--- config.mk ---
export PLATFORM = sky130hd
export DESIGN_NAME = regfile_clr
export DESIGN_NICKNAME = d
export VERILOG_FILES = /design/src/rtl/regfile_clr.sv
export SDC_FILE = /design/constraint.sdc
export NUM_CORES = 1
export LEC_CHECK = 0
export ABC_AREA = 1
export BUFFER_PORTS_ARGS = -buffer_cell sky130_fd_sc_hd__buf_2
export CORE_MARGIN = 5
export CORE_UTILIZATION = 46
export DETAILED_ROUTE_END_ITERATION = 8
export PLACE_DENSITY = 0.59
export SLEW_MARGIN = 20
export SYNTH_ARGS = -nofsm -noshare
export SYNTH_HDL_FRONTEND = slang
export SYNTH_SLANG_ARGS = --single-unit
export TNS_END_PERCENT = 100
--- constraint.sdc ---
create_clock -name clk -period 2.85 [get_ports clk]
set_input_delay 0.1425 -clock clk [delete_from_list [all_inputs] [get_ports clk]]
set_output_delay 0.1425 -clock clk [all_outputs]
set_load 0.05 [all_outputs]
--- src/rtl/regfile_clr.sv ---
// ---------------------------------------------------------------------------
// regfile_clr
//
// WIDTH x DEPTH register file sitting between the datapath bus and the ALU
// operand inputs. Two combinational read ports (A, B), one synchronous write
// port (R), an optional hardwired-zero register 0, optional write-through
// bypass on the read ports, and a bulk-clear engine that zeroes the file one
// entry per cycle under a request/busy/done handshake.
//
// Parameters:
//   WIDTH   - data width of each register and of bus/a/b
//   DEPTH   - number of registers (power of two, >= 2)
//   ZERO_R0 - 1: register 0 always reads 0 and ignores writes
//   BYPASS  - 1: a read port returns bus when the same-cycle write (IDLE only)
//             targets the selected register
//   SELW    - selector width, $clog2(DEPTH) (derived, not overridable)
//
// Ports:
//   clk     - clock, all state updates on the rising edge
//   rst     - asynchronous active-low reset
//   wen     - write enable for port R
//   selA    - read port A register select
//   selB    - read port B register select
//   selR    - write port register select
//   bus     - write data
//   clrReq  - bulk-clear request, sampled on the rising edge in IDLE
//   a       - read port A data (combinational)
//   b       - read port B data (combinational)
//   clrBusy - clear engine active (registered)
//   clrDone - one-cycle pulse after the last entry is cleared (registered)
// ---------------------------------------------------------------------------
module regfile_clr #(
    parameter int unsigned WIDTH   = 16,
    parameter int unsigned DEPTH   = 16,
    parameter bit          ZERO_R0 = 1'b0,
    parameter bit          BYPASS  = 1'b1,
    localparam int unsigned SELW   = $clog2(DEPTH)
) (
    input  logic             clk,
    input  logic             rst,
    input  logic             wen,
    input  logic [SELW-1:0]  selA,
    input  logic [SELW-1:0]  selB,
    input  logic [SELW-1:0]  selR,
    input  logic [WIDTH-1:0] bus,
    input  logic             clrReq,
    output logic [WIDTH-1:0] a,
    output logic [WIDTH-1:0] b,
    output logic             clrBusy,
    output logic             clrDone
);

    typedef enum logic {
        IDLE  = 1'b0,
        CLEAR = 1'b1
    } state_t;

    localparam logic [SELW-1:0] LAST = SELW'(DEPTH - 1);

    state_t           state;
    logic [SELW-1:0]  clrIdx;
    logic [WIDTH-1:0] mem [DEPTH];

    // A write is only accepted in IDLE; a write to r0 is dropped when r0 is
    // hardwired to zero. The same qualifier gates the read bypass so that a
    // bypassed value is always exactly what will be stored.
    logic wr_ok;
    logic byp_en;

    always_comb begin
        wr_ok  = (state == IDLE) && wen && !(ZERO_R0 && (selR == '0));
        byp_en = BYPASS && wr_ok;
    end

    // Storage, clear engine and handshake flags.
    always_ff @(posedge clk or negedge rst) begin
        if (!rst) begin
            for (int unsigned i = 0; i < DEPTH; i++) begin
                mem[i] <= '0;
            end
            state   <= IDLE;
            clrIdx  <= '0;
            clrBusy <= 1'b0;
            clrDone <= 1'b0;
        end else begin
            case (state)
                IDLE: begin
                    clrDone <= 1'b0;
                    // A write coinciding with the clear request still lands;
                    // the sweep that follows zeroes it anyway.
                    if (wr_ok) begin
                        mem[selR] <= bus;
                    end
                    if (clrReq) begin
                        state   <= CLEAR;
                        clrIdx  <= '0;
                        clrBusy <= 1'b1;
                    end
                end
                CLEAR: begin
                    mem[clrIdx] <= '0;
                    clrIdx      <= clrIdx + 1'b1;
                    clrDone     <= 1'b0;
                    if (clrIdx == LAST) begin
                        state   <= IDLE;
                        clrBusy <= 1'b0;
                        clrDone <= 1'b1;
                    end
                end
                default: begin
                    state   <= IDLE;
                    clrIdx  <= '0;
                    clrBusy <= 1'b0;
                    clrDone <= 1'b0;
                end
            endcase
        end
    end

    // Read port A
    always_comb begin
        a = mem[selA];
        if (ZERO_R0 && (selA == '0)) begin
            a = '0;
        end else if (byp_en && (selR == selA)) begin
            a = bus;
        end
    end

    // Read port B
    always_comb begin
        b = mem[selB];
        if (ZERO_R0 && (selB == '0)) begin
            b = '0;
        end else if (byp_en && (selR == selB)) begin
            b = bus;
        end
    end

endmodule

==> results of run 1 <==
==> registers in the layout, summed over array words and instances, names as in the netlist <==
signal,count
clrDone,1
clrIdx,4
clrBusy,1
mem,256
state,1
==> through the flow <==
step / worst slack [ns] / hold WS, ns
2_1_floorplan: 1.05 / -0.153
3_3_place_gp: 0.614 / 0.181
3_5_place_dp: 0.607 / 0.184
4_1_cts: 0.0578 / 0.113
5_1_grt: 0.118 / 0.148
6_report: 0.221 / 0.149
==> per-layer routing <==
| layer | vias to the layer above | global-route usage | share of wire |
|---|---|---|---|
| met5 | - | 0 | 0 |
| met4 | 0 | 0.144 | 0.053 |
| met3 | 205 | 0.0550 | 0.098 |
| met2 | 1007 | 0.484 | 0.44 |
| met1 | 7790 | 0.431 | 0.41 |
| li1 | 7242 | - | - |
==> cells by family (layout without fill, tap and decap cells) <==
logic type,Yosys count,in the layout,synth area share
adders and majority gates,6,6,0.00476
DFF,263,263,0.418
xor gates and xnor gates,3,3,0.00167
buffers and inverters,465,466,0.125
AOI/OAI and AO/OA,282,282,0.112
and+or+nand+nor,1182,1182,0.339
==> placed cells by master (no fill, tap or decap), drive strengths merged <==
cell / count
nand2: 659
nand3: 475
inv: 296
dfrtp: 263
o22ai: 242
buf: 113
clkbuf: 42
nand4: 29
o21ai: 21
a22oi: 16
nor2: 14
clkinv: 11
ha: 6
nor3: 4
xor2: 3
a21oi: 2
dlygate4sd3: 2
or2: 1
a22o: 1
clkinvlp: 1
bufinv: 1
==> area by class of cell <==
class                           instances  share of cell area
Inverter                              297              0.0653
Clock inverter                         12             0.00529
Timing Repair Buffer                  115              0.0483
Sequential cell                       263               0.381
Tap cell                              448              0.0325
Multi-Input combinational cell       1473               0.418
Clock buffer                           42              0.0497
==> report_power, final <==
group,switching [mW],total [mW],internal (mW)
clock,1.65,3.83,2.18
sequential,0.205,4.59,4.38
combinational,2.87,3.97,1.10
==> what timing repair did <==
item,in CTS,in global routing
setup endpoints to repair,0,16
resized for setup,0,1
hold buffers,2,0
hold endpoints to repair,80,0
==> path summary, 6_finish.rpt <==
kind,startpoint,end,depth (start not counted)
worst max-delay path,state,a[8],9
worst min-delay path,rst,mem[6],2
worst max register to register,state,mem[108],7
worst min register to register,clrBusy,clrBusy,2
max in group asynchronous,rst,mem[162],3
min in group clk,bus[9],mem[41],3
==> run_results.csv, run 1 <==
group,metric,value,unit
run_status,outcome,"finished, final reports clean",
worst_setup_path,criticalPathCategory,"register to output port",
drt,wl,61200,µm
hold_path,hold_class,"input pin to asynchronous set/reset pin",
run,maxCapViolCount,0,
synth,ys.flop_type,"dfrtp_1",
drt,firstDrtPassIters,5,
worst_setup_path,critPathRequiredTime,2.71,ns
clock_network,clock_sinks,263,
global_routing,grt_pass1_wl,94200,µm
synth,avgSynthCellArea,7.16,µm²
power_and_ir_drop,power.density,718,mW/mm²
global_routing,antenna_found_initial,0,
layout,n_antenna_cell,0,
sta,drv_slew,0,
layout,syn_to_final_growth,9.51,%
synth,synth_common_cells,"nand2_1 (639), nand3_1 (474), inv_1 (288), dfrtp_1 (263), o22ai_1 (242)",
global_routing,grtUsageTotal,0.313,
synth,synth_top_area_cell,"dfrtp_1",
drt,ant_nets,0,
layout,stdcell_area,0.0173,mm²
drt,via_count,16200,
sta,skew,0.0185,ns
clock_network,cts.path.max_buffers,3,
synth,synth_cell_types,32,
sta,fin_crit_sh,0.922,
global_routing,grt_overflow,0,
worst_setup_path,startpoint_type,"register",
synth,synth_enable_flop_cells,0,
clock_network,clk_pin_slew,0.06,ns
worst_setup_path,cp_max_fo,11,
global_routing,grt_pass1_vias,15900,
layout,finalNonFillerCells,2650,
layout,drive_above_1_share,0.0958,
layout,fin_util,0.512,
sta,tns,0,ns
placement,hpwl,35600,µm
worst_setup_path,end_kind,"output port",
sta,tightestPinTransition,1.21,ns
placement,io_buffers,65,
clock_network,cts_max_level,1,
drt,initialDrtViolationCount,2113,
synth,yosys_warnings,0,
worst_setup_path,max_stage_delay,0.40,ns
worst_setup_path,crit_slowest_cell,"nor2_2",
power_and_ir_drop,fin_total_pwr,12.4,mW
drt,post_drt_wl_per_cell,23.1,µm
clock_network,post_cts_buffers,0,
worst_setup_path,rrSetupSlack,0.52,ns
synth,async_flop_share,1.00,
placement,gp_congestion,0.866,
floorplanning,core_area,0.0337,mm²
floorplanning,dieHeight,195,µm
global_routing,grt_max_degree,129,
synth,yosysMostFrequentCell,"nand2_1",
worst_setup_path,cpLargestDelayFamily,"buffers and inverters",
clock_network,clk-insertion-delay-late,0.59,ns
clock_network,cts_inserted_buffers,31,
synth,syn_inst,2201,
sta,relSlewSlack,0.193,
synth,syn-num-nets,2239,
floorplanning,start_util,0.468,
floorplanning,ios,66,
worst_setup_path,worstPathArrival,2.49,ns
synth,ys_seq_elements,263,
synth,seq_area_frac_synth,0.418,
power_and_ir_drop,p_leak,9.21,nW
layout,nFillCells,3426,
sta,max_freq,380,MHz
clock_network,cts_root_buf,"clkbuf_16",
layout,seq_area,0.00658,mm²
clock_network,cts_tree,"built",
floorplanning,die_width,195,µm
placement,dp_cells,2594,
floorplanning,dieArea,0.0381,mm²
synth,synthDominantCellAreaShare,0.418,
floorplanning,fp-row-count,67,
sta,finalHoldViolCount,0,
worst_setup_path,crit_chain,"inv_2 -> nand2_2 -> inv_2 -> o21ai_0 -> nor2_2 -> buf_4 -> nand3_1 -> nand2_1 -> buf_2",
sta,finalSetupViolCount,0,
worst_setup_path,cp_common_cell,"inv_2",
synth,netlist_area,0.0158,mm²
layout,multi_input_area,0.00721,mm²
worst_setup_path,critPathBufInv,4,
power_and_ir_drop,ir_drop,0.000802,V
drt,viasPerCell,6.13,
sta,period_needed,2.63,ns
synth,ys_top_cells_by_area,"dfrtp_1 (42%), nand2_1 (15%), nand3_1 (15%)",
drt,drcViolationCount,0,
layout,fin_nets,2219,
placement,place_area,0.0163,mm²
sta,rsz0062_at_grt,"false",
Note: power is estimated with default switching activity, not from simulation.
==> run 2: changes to the inputs <==
--- a/config.mk
+++ b/config.mk
@@ -7,10 +7,12 @@
 export LEC_CHECK = 0
 export ABC_AREA = 1
 export BUFFER_PORTS_ARGS = -buffer_cell sky130_fd_sc_hd__buf_2
+export CELL_PAD_IN_SITES_DETAIL_PLACEMENT = 1
+export CELL_PAD_IN_SITES_GLOBAL_PLACEMENT = 1
 export CORE_MARGIN = 5
 export CORE_UTILIZATION = 46
 export DETAILED_ROUTE_END_ITERATION = 8
-export PLACE_DENSITY = 0.59
+export PLACE_DENSITY = 0.78
 export SLEW_MARGIN = 20
 export SYNTH_ARGS = -nofsm -noshare
 export SYNTH_HDL_FRONTEND = slang
==> run 2 against run 1 <==
  * Wire length grew 9.2%
  * Via count increased by 2.5%
  * Register-to-register slack got worse by 0.06 ns
==> run_results.csv, run 2 (same netlist as run 1, synthesis figures left out) <==
group,metric,value,unit
run_status,outcome,"finished, final reports clean",
sta,rsz0062_at_grt,"false",
floorplanning,start_util,0.468,
drt,firstDrtPassIters,5,
placement,hpwl,41000,µm
layout,fin_nets,2223,
sta,tightestPinTransition,1.01,ns
placement,io_buffers,65,
sta,finalSetupViolCount,0,
global_routing,antenna_found_initial,0,
worst_setup_path,startpoint_type,"register",
global_routing,grtUsageTotal,0.345,
drt,viasPerCell,6.28,
placement,gp_congestion,0.882,
layout,stdcell_area,0.0174,mm²
sta,tns,0,ns
sta,skew,0.0130,ns
layout,layout_commonest_cell,"nand2_1",
worst_setup_path,worstPathArrival,2.51,ns
placement,dp_cells,2598,
clock_network,cts_max_level,1,
sta,drv_slew,0,
drt,via_count,16700,
sta,fin_crit_sh,0.929,
floorplanning,die_width,195,µm
worst_setup_path,critPathRequiredTime,2.71,ns
layout,largestRegisters,"mem: 256 flops, clrIdx: 4 flops",
clock_network,cts_root_buf,"clkbuf_16",
layout,regMostFlops,"mem",
power_and_ir_drop,power.density,733,mW/mm²
worst_setup_path,cp_max_fo,16,
drt,drcViolationCount,0,
worst_setup_path,end_kind,"output port",
clock_network,clk-insertion-delay-late,0.59,ns
clock_network,cts_tree,"built",
sta,finalHoldViolCount,0,
drt,initialDrtViolationCount,1619,
worst_setup_path,criticalPathCategory,"register to output port",
floorplanning,fp-row-count,67,
layout,finalNonFillerCells,2652,
layout,mostFrequentLayoutCells,"nand2_1 (639), nand3_1 (474), inv_1 (285)",
floorplanning,dieArea,0.0381,mm²
global_routing,grt_pass1_wl,104000,µm
sta,worst_slack,0.202,ns
floorplanning,ios,66,
layout,drive_above_1_share,0.0966,
floorplanning,core_area,0.0337,mm²
clock_network,cts.path.max_buffers,3,
clock_network,clk_pin_slew,0.06,ns
global_routing,grt_overflow,0,
clock_network,cts_inserted_buffers,31,
layout,largest_register_ffs,256,
sta,period_needed,2.65,ns
hold_path,hold_class,"input pin to register",
placement,place_area,0.0163,mm²
floorplanning,dieHeight,195,µm
drt,post_drt_wl_per_cell,25.2,µm
drt,wl,66800,µm
sta,relSlewSlack,0.324,
power_and_ir_drop,ir_drop,0.000667,V
placement,pre_cts_slack,0.499,ns
global_routing,grt_max_degree,92,
drt,ant_nets,0,
sta,max_freq,378,MHz
layout,syn_to_final_growth,10.2,%
power_and_ir_drop,p_leak,9.25,nW
run,maxCapViolCount,0,
layout,n_antenna_cell,0,
global_routing,grt_pass1_vias,17500,
clock_network,clock_sinks,263,
-- run 2: final timing paths --
check                        start       end  slack (ns)  depth (start not counted)
max                          state     a[10]        0.20                          9
min                         bus[1]  mem[113]        0.12                          3
max reg2reg                  state  mem[104]        0.46                          7
min reg2reg                clrBusy   clrBusy        0.50                          2
max in group asynchronous      rst  mem[231]        1.73                          3
min in group asynchronous      rst   mem[62]        0.14                          2
-- run 2: what timing repair did --
| action | 4_1_cts | 5_1_grt |
|---|---|---|
| hold endpoints to repair | 81 | 0 |
| setup endpoints to repair | 1 | 16 |
| resized for setup | 1 | 1 |
| setup buffers | 0 | 0 |
| hold buffers | 2 | 0 |
-- run 2: routing by layer --
| metal | up-vias | share of wire | GRT usage | routed length [µm] |
|---|---|---|---|---|
| met5 | - | 0 | 0 | 0 |
| met2 | 822 | 0.45 | 0.548 | 30300 |
| met1 | 8358 | 0.41 | 0.461 | 27300 |
| li1 | 7253 | - | - | - |
| met4 | 0 | 0.057 | 0.167 | 3780 |
| met3 | 219 | 0.081 | 0.0601 | 5410 |
-- run 2: cell type report --
| type | count | area [µm²] |
|---|---|---|
| clock inverters | 7 | 91.3 |
| inverters | 297 | 1130 |
| multi-input cells | 1473 | 7210 |
| repair buffers | 119 | 888 |
| flip-flops and latches | 263 | 6580 |
| well taps | 448 | 561 |
| clock buffers | 45 | 898 |
| fillers | 4297 | 16300 |
-- run 2: critical path, stage by stage (launching register included) --
cell and delay [ns]:
dfrtp_1 0.39, inv_2 0.07, nand2_2 0.07, inv_2 0.06, o21ai_0 0.14, nor2_4 0.44, nand2_4 0.27, nand2_1 0.18
nand2_1 0.07, buf_2 0.21
-- run 2: per-stage QoR --
stage                      util  total power, mW  hold WS, ns
after detailed placement  0.485             8.66        0.179
after floorplan               -             7.40       -0.153
after global routing      0.515             13.3        0.116
final                     0.515             12.7        0.122
after global placement    0.485             8.47        0.200
after CTS                 0.515             12.7       0.0929
-- run 2: where the power goes --
part | switching (mW) | total, mW | internal (mW)
sequential | 0.225 | 4.61 | 4.38
combinational | 3.00 | 4.11 | 1.11
clock | 1.66 | 3.99 | 2.34
